--- src/rtl/accum_sequencer_pkg.sv ---
// Shared definitions for the accumulating add/sub sequencer: state encoding,
// default sizes, and the index-width helper.
package accum_sequencer_pkg;

    localparam int unsigned DEF_WIDTH = 8;
    localparam int unsigned DEF_NOPS  = 4;

    typedef enum logic [1:0] {
        ST_IDLE  = 2'b00,
        ST_LOAD  = 2'b01,
        ST_ACCUM = 2'b10,
        ST_DONE  = 2'b11
    } state_t;

    // Index width; never below one bit, so the counter always exists.
    function automatic int unsigned idx_width(input int unsigned n);
        return (n > 1) ? $clog2(n) : 1;
    endfunction

endpackage

--- src/rtl/accum_sequencer_addsub.sv ---
// Combinational signed adder/subtractor; subtraction adds the inverted
// operand with a carry-in of one.
module addsub_w
    import accum_sequencer_pkg::*;
#(
    parameter int unsigned WIDTH = DEF_WIDTH
) (
    input  logic [WIDTH-1:0] a,
    input  logic [WIDTH-1:0] b,
    input  logic             sub,
    output logic [WIDTH-1:0] sum,
    output logic             ovf
);

    logic [WIDTH-1:0] w_b_eff;

    assign w_b_eff = sub ? ~b : b;
    assign sum     = a + w_b_eff + WIDTH'(sub);

    // Overflow: both addend signs agree but the sum sign differs.
    assign ovf = (a[WIDTH-1] == w_b_eff[WIDTH-1]) && (sum[WIDTH-1] != a[WIDTH-1]);

endmodule

--- src/rtl/accum_sequencer.sv ---
// Sequential accumulator: captures NOPS operands plus an add/sub mask, then
// folds them left to right through one shared adder, one operand per cycle.
module accum_sequencer
    import accum_sequencer_pkg::*;
#(
    parameter int unsigned WIDTH = DEF_WIDTH,
    parameter int unsigned NOPS  = DEF_NOPS
) (
    input  logic                  clock,
    input  logic                  reset,
    input  logic                  start,
    input  logic [NOPS*WIDTH-1:0] ops,
    input  logic [NOPS-1:0]       sub_mask,
    output logic [WIDTH-1:0]      result,
    output logic                  busy,
    output logic                  done,
    output logic                  ovf
);

    localparam int unsigned     IDX_W    = idx_width(NOPS);
    localparam logic [IDX_W-1:0] LAST_IDX = IDX_W'(NOPS - 1);

    state_t                r_state;
    state_t                w_state_nxt;
    logic [NOPS*WIDTH-1:0] r_ops;
    logic [NOPS-1:0]       r_sub_mask;
    logic [IDX_W-1:0]      r_index;
    logic [WIDTH-1:0]      r_result;
    logic                  r_ovf;
    logic                  r_busy;
    logic                  r_done;

    logic                  w_accept;
    logic                  w_load;
    logic                  w_step;
    logic                  w_last;
    logic                  w_busy_nxt;
    logic                  w_done_nxt;
    logic [WIDTH-1:0]      w_operand;
    logic                  w_sub;
    logic [WIDTH-1:0]      w_sum;
    logic                  w_step_ovf;

    assign w_last = (r_index == LAST_IDX);

    // State register.
    always_ff @(posedge clock or posedge reset) begin
        if (reset) begin
            r_state <= ST_IDLE;
        end else begin
            r_state <= w_state_nxt;
        end
    end

    // Next-state logic; DONE accepts a new start just like IDLE.
    always_comb begin
        w_state_nxt = r_state;
        case (r_state)
            ST_IDLE:  if (start) w_state_nxt = ST_LOAD;
            ST_LOAD:  w_state_nxt = ST_ACCUM;
            ST_ACCUM: if (w_last) w_state_nxt = ST_DONE;
            ST_DONE:  w_state_nxt = start ? ST_LOAD : ST_IDLE;
            default:  w_state_nxt = ST_IDLE;
        endcase
    end

    // Datapath controls and next values of the registered status outputs.
    always_comb begin
        w_accept   = 1'b0;
        w_load     = 1'b0;
        w_step     = 1'b0;
        w_busy_nxt = 1'b0;
        w_done_nxt = 1'b0;
        w_accept   = ((r_state == ST_IDLE) || (r_state == ST_DONE)) && start;
        w_load     = (r_state == ST_LOAD);
        w_step     = (r_state == ST_ACCUM);
        w_busy_nxt = (w_state_nxt == ST_LOAD) || (w_state_nxt == ST_ACCUM);
        w_done_nxt = (w_state_nxt == ST_DONE);
    end

    // Operand and direction select; the index never exceeds NOPS-1.
    always_comb begin
        w_operand = '0;
        w_sub     = 1'b0;
        for (int i = 0; i < NOPS; i++) begin
            if (r_index == IDX_W'(i)) begin
                w_operand = r_ops[i*WIDTH +: WIDTH];
                w_sub     = (i != 0) && r_sub_mask[i];
            end
        end
    end

    addsub_w #(
        .WIDTH (WIDTH)
    ) u_addsub (
        .a   (r_result),
        .b   (w_operand),
        .sub (w_sub),
        .sum (w_sum),
        .ovf (w_step_ovf)
    );

    // Capture, load and accumulate; result holds outside LOAD/ACCUM.
    always_ff @(posedge clock or posedge reset) begin
        if (reset) begin
            r_ops      <= '0;
            r_sub_mask <= '0;
            r_index    <= '0;
            r_result   <= '0;
            r_ovf      <= 1'b0;
            r_busy     <= 1'b0;
            r_done     <= 1'b0;
        end else begin
            r_busy <= w_busy_nxt;
            r_done <= w_done_nxt;
            if (w_accept) begin
                r_ops      <= ops;
                r_sub_mask <= sub_mask;
                r_ovf      <= 1'b0;
                r_index    <= '0;
            end
            if (w_load) begin
                r_result <= r_ops[WIDTH-1:0];
                r_index  <= IDX_W'(1);
            end
            if (w_step) begin
                r_result <= w_sum;
                r_ovf    <= r_ovf | w_step_ovf;
                r_index  <= w_last ? '0 : r_index + 1'b1;
            end
        end
    end

    assign result = r_result;
    assign busy   = r_busy;
    assign done   = r_done;
    assign ovf    = r_ovf;

endmodule

--- config.mk ---
export PLATFORM = sky130hd
export DESIGN_NAME = accum_sequencer
export DESIGN_NICKNAME = d
export VERILOG_FILES = /design/src/rtl/accum_sequencer_pkg.sv /design/src/rtl/accum_sequencer_addsub.sv /design/src/rtl/accum_sequencer.sv
export SDC_FILE = /design/constraint.sdc
export NUM_CORES = 1
export LEC_CHECK = 0
export ABC_AREA = 1
export BUFFER_PORTS_ARGS = -buffer_cell sky130_fd_sc_hd__buf_2
export CAP_MARGIN = 20
export CORE_MARGIN = 3
export CORE_UTILIZATION = 30
export CTS_BUF_LIST = sky130_fd_sc_hd__clkbuf_2 sky130_fd_sc_hd__clkbuf_4 sky130_fd_sc_hd__clkbuf_8
export CTS_CLUSTER_DIAMETER = 100
export DETAILED_ROUTE_END_ITERATION = 10
export HOLD_SLACK_MARGIN = 0.1
export PLACE_DENSITY_LB_ADDON = 0.3
export SYNTH_ARGS = -nofsm -noshare
export SYNTH_HDL_FRONTEND = slang
export SYNTH_SLANG_ARGS = --single-unit
--- constraint.sdc ---
create_clock -name clock -period 3.4 [get_ports clock]
set_input_delay 0.68 -clock clock [delete_from_list [all_inputs] [get_ports clock]]
set_output_delay 0.68 -clock clock [all_outputs]
set_load 0.1 [all_outputs]
==> flow_summary.yaml <==
synth:
  synth_area_leaders: "dfrtp_1 45%, mux2_2 11%, ha_1 6.7%, nand2_1 6.2%, a21oi_1 5.9%"
  synth-seq-cells: 50
  syn_avg_cell_area_um2: 9.31
  synthCells: 299
  ys_warn_count: 0
  ys_seq_area_share_pct: 44.9
  ys_types: 27
  yosys.area.top_type_share_pct: 44.9
  syn_area_um2: 2790
  synth_top_area_cell: "dfrtp_1"
  synth_nets: 354
floorplan:
  core.rowCount: 34
  die_w_um: 102
  initial_core_util_pct: 31.5
  io_pins: 50
  core_um2: 8850
  die-area_um2: 10500
  die_h_um: 102
placement:
  dp_slack_ns: 0.322
  dpl.hpwl_um: 4880
  postPlaceCellArea_um2: 3110
  gp_congestion: 0.819
  port_buffers: 48
setup_path:
  cp_max_fo: 16
  rrSetupSlack_ns: 0.39
  worstSetupPathType: "reg -> reg"
  r2r-end: "result[6]"
  critPathLaunchType: "flop"
  cp.arrival_ns: 3.21
  cp.required_ns: 3.60
  rr_startpoint: "r_index[0]"
  cp-end-kind: "flop"
  worst-r2r-cell-count: 17
status:
  run_status: "complete, no violations"
clock_tree:
  cts_tree: "done"
  cts-root-buf: "clkbuf_8"
  cts.path.max_buffers: 2
  cts_buffers: 5
  clock_sinks: 50
  cts_setup_buffers: 0
  h-tree-depth: 2
  clk_latency_ns: 0.30
  path_clk_slew_ns: 0.09
layout:
  regArea_um2: 1250
  nNetsFinal: 402
  multiInputGateArea_um2: 1380
  syn2layout_area_growth_pct: 16.0
  layout_common_cells: "50 x dfrtp_1, 48 x buf_2, 46 x nand2_1"
  num_antenna_cells: 0
  fin_area_um2: 3230
  drive_gt1_share_pct: 31.1
  nFillCells: 937
  final_common_cell: "dfrtp_1"
global_route:
  grt_usage_pct: 12.7
  grt_pass1_vias: 2137
  grt_pass1_wl_um: 10300
  gr-total-overflow: 0
  antenna_found_initial: 0
  grt_max_degree: 51
routing:
  dr.pass1.iters: 4
  vias: 2166
  ant_nets: 0
  wl_per_cell_um: 14.0
  drt_iter0_drc: 47
  drt_wl_total_um: 6380
  drc_errors: 0
  viasPerCell: 4.76
sta:
  skew_ns: 0.00794
  tightest_slew_ns: 0.578
  finalSetupViolCount: 0
  min_period_ns: 3.01
  slew_violations: 0
  hold_violations: 0
  max_slew_margin_pct: 61.4
  setup_ws_ns: 0.387
  fmax_mhz: 332
  rsz0062_at_grt: "no"
  period_share_pct: 88.6
  finalSetupTns_ns: 0
flow_run:
  drv_cap: 0
min_path:
  hold_path_class: "in -> async"
critical path: stages (launching register included):
cell and delay (ns):
dfrtp_1 0.42, ha_1 0.31, inv_2 0.26, nand2_2 0.13, nor2_2 0.17, nor2_4 0.08, xor2_1 0.21, fa_1 0.43
nand2_1 0.09, nand2_1 0.06, a21oi_1 0.15, or2_2 0.14, nand2_1 0.05, nand2_1 0.08, a21oi_1 0.06, nand3b_1 0.14
nand2_1 0.08, nand2_1 0.05
repair_timing:
action	CTS	global route
hold endpoints to repair	0	0
hold buffers	0	0
setup endpoints to repair	0	2
gates resized for setup	0	2
cells by family (layout without fill, tap and decap cells):
kind of cell / count (synthesis) / after routing / synth area share (%)
compound gates: 59 / 59 / 11.3
xor+xnor: 7 / 7 / 2.20
fa+ha+maj: 16 / 16 / 7.46
buf+inv: 36 / 84 / 5.57
flops: 50 / 50 / 44.9
mux: 28 / 28 / 11.3
simple gates: 103 / 103 / 17.3
Yosys cell counts:
cell type  count
or2_4          1
xor2_1         7
nand3_1       14
dfrtp_1       50
nor2_4         2
or2_2          2
o221ai_1       2
buf_6          2
nand3_2        4
buf_2          4
nor2_1        25
inv_2          2
fa_1           1
a21oi_1       33
o21ai_4        1
clkinv_1       1
nand2_1       46
o21ai_1        2
and2_4         1
nor2_2         1
mux2_2        28
clkbuf_1       3
nand2_2        6
nand3b_1       1
inv_1         24
ha_1          15
o21ai_0       21
layer usage:
metal	vias to the layer above	wire, um	track usage, %
met1	1010	3080	17.9
met3	7	428	2.94
li1	1086	-	-
met2	63	2820	19.7
met5	-	0	0
met4	0	56	3.13
cell type report:
class | instances | area share [%]
Sequential cell | 50 | 38.7
Timing Repair Buffer | 50 | 8.52
Inverter | 27 | 3.14
Tap cell | 108 | 4.18
Clock inverter | 1 | 0.232
Multi-Input combinational cell | 213 | 42.8
Clock buffer | 6 | 2.36
state kept, by name, summed over array words and instances, names as in the netlist:
| signal | count |
|---|---|
| done | 1 |
| r_sub_mask | 3 |
| r_ops | 32 |
| r_index | 2 |
| ovf | 1 |
| busy | 1 |
| r_state | 2 |
| result | 8 |
per-stage QoR:
step           cells  hold WS [ns]  utilization [%]
3_5_place_dp     447         0.496             35.2
3_3_place_gp     447         0.490             35.2
4_1_cts          454         0.518             36.1
2_1_floorplan    299         0.474                -
5_1_grt          455         0.466             36.5
6_report         455         0.428             36.5
worst max-delay path by stage:
stage | startpoint | to | cells after the start
after floorplan | r_index[1] | result[6] | 20
after CTS | r_index[0] | result[6] | 18
after detailed placement | r_index[0] | result[6] | 18
after global placement | r_index[0] | result[6] | 18
final | r_index[0] | result[6] | 17
after global routing | r_index[0] | result[6] | 17
Power is left out: the tool's default activity adds up to more than one toggle a clock period on the data nets, which glitch-free logic cannot reach.
